### config.mk
export PLATFORM = sky130hd
export DESIGN_NAME = ready_decoupler
export DESIGN_NICKNAME = d
export VERILOG_FILES = /design/src/rtl/ready_decoupler.sv
export SDC_FILE = /design/constraint.sdc
export NUM_CORES = 1
export LEC_CHECK = 0
export CORE_MARGIN = 1.5
export CORE_UTILIZATION = 50
export CTS_CLUSTER_DIAMETER = 30
export DETAILED_ROUTE_END_ITERATION = 16
export PLACE_DENSITY = 0.84
export SLEW_MARGIN = 20
export SYNTH_ARGS = -nofsm -noshare
export SYNTH_HDL_FRONTEND = slang
export SYNTH_SLANG_ARGS = --single-unit
### constraint.sdc
create_clock -name clk -period 3.7 [get_ports clk]
set_input_delay 0.37 -clock clk [delete_from_list [all_inputs] [get_ports clk]]
set_output_delay 0.37 -clock clk [all_outputs]
set_load 0.05 [all_outputs]
### src/rtl/ready_decoupler.sv
`timescale 1ns/1ps
`default_nettype none
// ============================================================================
// Module   : ready_decoupler
// Purpose  : Backward-path register slice for a valid/ready stream. din_ready_o
//            comes straight from a flop, so there is no combinational path
//            from dout_ready_i to din_ready_o. A DEPTH-entry circular skid
//            FIFO holds beats accepted while the downstream is stalled.
// Ports    : clk          - clock, all flops on posedge
//            rst          - asynchronous, active-low reset
//            din_data_i   - upstream beat data      (DIN bits)
//            din_valid_i  - upstream beat valid
//            din_ready_o  - registered ready to upstream
//            dout_data_o  - downstream beat data    (DIN bits)
//            dout_valid_o - downstream beat valid
//            dout_ready_i - downstream ready
// Params   : DIN   - data width
//            DEPTH - skid FIFO entries (>= 1, any value)
// Config   : READY_DECOUPLER_FWD_REG_EN - when defined, an output register
//            drives dout_valid_o/dout_data_o (1-cycle first-beat latency,
//            total storage DEPTH+1). When undefined, an empty FIFO bypasses
//            din straight to dout with zero latency.
// Revision : 1.0 - initial release
// ============================================================================
module ready_decoupler #(
    parameter int DIN   = 16,
    parameter int DEPTH = 2
) (
    input  logic           clk,
    input  logic           rst,
    input  logic [DIN-1:0] din_data_i,
    input  logic           din_valid_i,
    output logic           din_ready_o,
    output logic [DIN-1:0] dout_data_o,
    output logic           dout_valid_o,
    input  logic           dout_ready_i
);

    localparam int            PW       = (DEPTH > 1) ? $clog2(DEPTH) : 1;
    localparam int            OW       = $clog2(DEPTH + 1);
    localparam logic [PW-1:0] PTR_LAST = PW'(DEPTH - 1);

    logic [DIN-1:0] mem_q [DEPTH];
    logic [PW-1:0]  w_ptr_q, w_ptr_d;
    logic [PW-1:0]  r_ptr_q, r_ptr_d;
    logic [OW-1:0]  occ_q, occ_d;
    logic           ready_q, ready_d;

    logic           up_xfer;
    logic           fifo_empty;
    logic           push;
    logic           pop;
    logic [DIN-1:0] head;

    assign up_xfer     = din_valid_i & ready_q;
    assign fifo_empty  = (occ_q == '0);
    assign head        = mem_q[r_ptr_q];
    assign din_ready_o = ready_q;

`ifdef READY_DECOUPLER_FWD_REG_EN
    logic           oreg_valid_q, oreg_valid_d;
    logic [DIN-1:0] oreg_data_q, oreg_data_d;
    logic           oreg_load;

    // The output register refills whenever it is empty or being drained.
    // The FIFO head has priority so ordering is preserved; din only goes
    // directly into the output register when nothing is queued ahead of it.
    always_comb begin
        oreg_load    = ~oreg_valid_q | dout_ready_i;
        oreg_valid_d = oreg_valid_q;
        oreg_data_d  = oreg_data_q;
        push         = up_xfer;
        pop          = 1'b0;
        if (oreg_load) begin
            oreg_valid_d = ~fifo_empty | up_xfer;
            if (!fifo_empty) begin
                oreg_data_d = head;
                pop         = 1'b1;
            end else begin
                oreg_data_d = din_data_i;
                push        = 1'b0;
            end
        end
    end

    // Capacity counts the output register as one extra slot.
    always_comb begin
        ready_d = (int'(occ_d) + int'(oreg_valid_d)) < (DEPTH + 1);
    end

    always_ff @(posedge clk or negedge rst) begin
        if (!rst) begin
            oreg_valid_q <= 1'b0;
        end else begin
            oreg_valid_q <= oreg_valid_d;
        end
    end

    always_ff @(posedge clk) begin
        oreg_data_q <= oreg_data_d;
    end

    assign dout_valid_o = oreg_valid_q;
    assign dout_data_o  = oreg_data_q;
`else
    // Empty FIFO: an accepted beat is presented downstream in the same cycle
    // and only stored if the downstream does not take it right away.
    always_comb begin
        dout_valid_o = fifo_empty ? up_xfer : 1'b1;
        dout_data_o  = fifo_empty ? din_data_i : head;
        push         = up_xfer & ~(fifo_empty & dout_ready_i);
        pop          = dout_valid_o & dout_ready_i & ~fifo_empty;
    end

    always_comb begin
        ready_d = int'(occ_d) < DEPTH;
    end
`endif

    always_comb begin
        occ_d   = occ_q + OW'(push) - OW'(pop);
        w_ptr_d = w_ptr_q;
        r_ptr_d = r_ptr_q;
        if (push) begin
            w_ptr_d = (w_ptr_q == PTR_LAST) ? '0 : w_ptr_q + 1'b1;
        end
        if (pop) begin
            r_ptr_d = (r_ptr_q == PTR_LAST) ? '0 : r_ptr_q + 1'b1;
        end
    end

    always_ff @(posedge clk or negedge rst) begin
        if (!rst) begin
            occ_q   <= '0;
            w_ptr_q <= '0;
            r_ptr_q <= '0;
            ready_q <= 1'b0;
        end else begin
            occ_q   <= occ_d;
            w_ptr_q <= w_ptr_d;
            r_ptr_q <= r_ptr_d;
            ready_q <= ready_d;
        end
    end

    // Storage is deliberately not reset; contents are only visible while
    // occupancy says they are valid.
    always_ff @(posedge clk) begin
        if (push) begin
            mem_q[w_ptr_q] <= din_data_i;
        end
    end

endmodule
`default_nettype wire
==> results.sh <==
export IMPL_crit_path_start_kind="flop"
export IMPL_clock_path_buffers=2
export IMPL_clock_latency_ns=0.34
export IMPL_rows=20
export IMPL_dr_pass1_iters=4
export IMPL_fp_dieH_microns=60.6
export IMPL_synth_edf_count=32
export IMPL_grt_max_degree=21
export IMPL_ys_top_cells_by_count="edfxtp_1, mux2i_1, nor3_1"
export IMPL_yosys_most_used_dff="edfxtp_1"
export IMPL_drv_cap=0
export IMPL_slew_headroom_pct=38.7
export IMPL_vias=1055
export IMPL_clock_sinks=37
export IMPL_yosysWarnings=0
export IMPL_grt_pass1_vias=1085
export IMPL_cts_tree="done"
export IMPL_layout_drive_gt1_share_pct=14.5
export IMPL_worst_pin_slew_ns=0.919
export IMPL_status="finished, final reports clean"
export IMPL_boundaryPins=38
export IMPL_cp_data_required_time_ns=3.33
export IMPL_synthesis_area_sq_mm=0.00166
export IMPL_numPortBuffers=37
export IMPL_diodes=0
export IMPL_yosys_area_top_type="edfxtp_1"
export IMPL_syn_inst=113
export IMPL_dpl_hpwl_microns=2170
export IMPL_core_sq_mm=0.00310
export IMPL_rsz0062_at_grt="no"
export IMPL_htreeDepth=2
export IMPL_yosysMostFrequentCell="edfxtp_1"
export IMPL_syn_avg_cell_area_sq_um=14.7
export IMPL_cts_root_buffer="clkbuf_4"
export IMPL_finalCriticalPeriod_ns=3.16
export IMPL_drc=0
export IMPL_fin_crit_sh_pct=85.4
export IMPL_drv_slew=0
export IMPL_cp_arrival_ns=2.79
export IMPL_ys_ff_latch=37
export IMPL_hold_viol=0
export IMPL_synth_top_cell_area_share_pct=58.0
export IMPL_fin_skew_ns=0.0106
export IMPL_hp_class="input port to asynchronous set/reset pin"
export IMPL_initial_core_util_pct=53.4
export IMPL_gp_routability_congestion=0.793
export IMPL_wl_per_cell_microns=15.6
export IMPL_antenna_found_initial=0
export IMPL_path_max_fanout=20
export IMPL_fin_setup_tns_ns=0
export IMPL_final_area_sq_mm=0.00208
export IMPL_first_iter_violations=53
export IMPL_post_cts_buffers=0
export IMPL_synthArstFlopShare_pct=13.5
export IMPL_routed_via_density=5.38
export IMPL_setup_viol=0
export IMPL_cts_buffers=5
export IMPL_synth_nets=135
export IMPL_track_usage_pct=19.0
export IMPL_syn_to_final_growth_pct=25.7
export IMPL_drt_total_wl_microns=3060
export IMPL_cts_hold_buf=0
export IMPL_clk_pin_slew_ns=0.11
export IMPL_n_fill_cell=253
export IMPL_die_area_sq_mm=0.00367
export IMPL_grt_pass1_wl_microns=4950
export IMPL_cp_end_kind="output pin"
export IMPL_nNetsFinal=173
export IMPL_clock_fmax_mhz=317
export IMPL_placed_area_sq_mm=0.00203
export IMPL_cts_resized_gates=0
export IMPL_yosysUniqueCellTypes=25
export IMPL_die_w_microns=60.6
export IMPL_path_class="flop to output pin"
export IMPL_ys_seq_area_share_pct=65.5
export IMPL_overflow=0
export IMPL_synth_area_leaders="edfxtp_1, mux2i_1, dfrtp_1"
export IMPL_ant_nets=0
-- area by class of cell --
type                            count  area (sq um)  area share, %
Clock buffer                        6          41.3           1.98
Multi-Input combinational cell     66           499           23.9
Inverter                            2          7.51          0.360
Sequential cell                    37          1090           52.1
Clock inverter                      2          10.0          0.480
Tap cell                           44          55.1           2.64
Timing Repair Buffer               39           385           18.5
-- path summary, 6_finish.rpt --
kind                           from      endpoint  slack [ns]  depth (start not counted)
min reg2reg                 w_ptr_q       w_ptr_q        0.64                          2
max reg2reg                occ_q[1]      occ_q[1]        1.39                          7
min in group clk            w_ptr_q       w_ptr_q        0.64                          2
min                             rst      occ_q[0]        0.23                          1
max in group asynchronous       rst      occ_q[1]        3.26                          1
max                        occ_q[1]  dout_valid_o        0.54                          3
-- routing by layer --
metal  vias up  wire, microns  global-route usage [%]
li1        503              -                       -
met1       508           1350                    24.6
met2        38           1490                    30.4
met3         6            171                    4.90
met4         0             51                    8.70
met5         -              0                       0
-- kinds of logic (layout without fill, tap and decap cells) --
| family | count (synthesis) | in the layout | share of synthesized area [%] |
|---|---|---|---|
| xor gates and xnor gates | 4 | 4 | 2.11 |
| and+or+nand+nor | 25 | 25 | 8.00 |
| AOI/OAI and AO/OA | 19 | 19 | 8.53 |
| DFF | 37 | 37 | 65.5 |
| buffers and inverters | 10 | 49 | 4.68 |
| adders and majority gates | 2 | 2 | 1.51 |
| muxes | 16 | 16 | 9.66 |
-- registers in the layout, indices dropped and copies added, names as in the netlist --
| signal | count |
|---|---|
| din_ready_o | 1 |
| mem_q | 32 |
| occ_q | 2 |
| r_ptr_q | 1 |
| w_ptr_q | 1 |
-- through the flow --
| step | utilization [%] | std cells | hold slack, ns | setup slack (ns) |
|---|---|---|---|---|
| final | 67.2 | 196 | 0.234 | 0.541 |
| after global placement | 65.5 | 188 | 0.595 | 0.948 |
| after floorplan | - | 113 | 0.0744 | 1.23 |
| after global routing | 67.2 | 196 | 0.221 | 0.366 |
| after CTS | 67.2 | 196 | 0.225 | 0.538 |
| after detailed placement | 65.5 | 188 | 0.610 | 0.930 |
-- critical path, stage by stage (launching register included) --
cell             delay [ns]
dfrtp_1                0.73
or2_1                  0.72
nand2b_1               0.19
clkdlybuf4s50_1        0.80
-- cell usage in the layout, fill, tap and decap left out, drive strengths merged, types with 2 or more instances in the layout --
| master | n |
|---|---|
| clkdlybuf4s50 | 37 |
| buf | 2 |
| xnor2 | 3 |
| inv | 2 |
| dfrtp | 5 |
| or2 | 2 |
| nand2 | 2 |
| ha | 2 |
| edfxtp | 32 |
| a21oi | 16 |
| mux2i | 16 |
| clkbuf | 6 |
| nor3 | 16 |
| nor3b | 2 |
| clkinv | 2 |
Power is not shown: default switching activity piles up to over one toggle a cycle in this logic, so the estimate is an artifact.
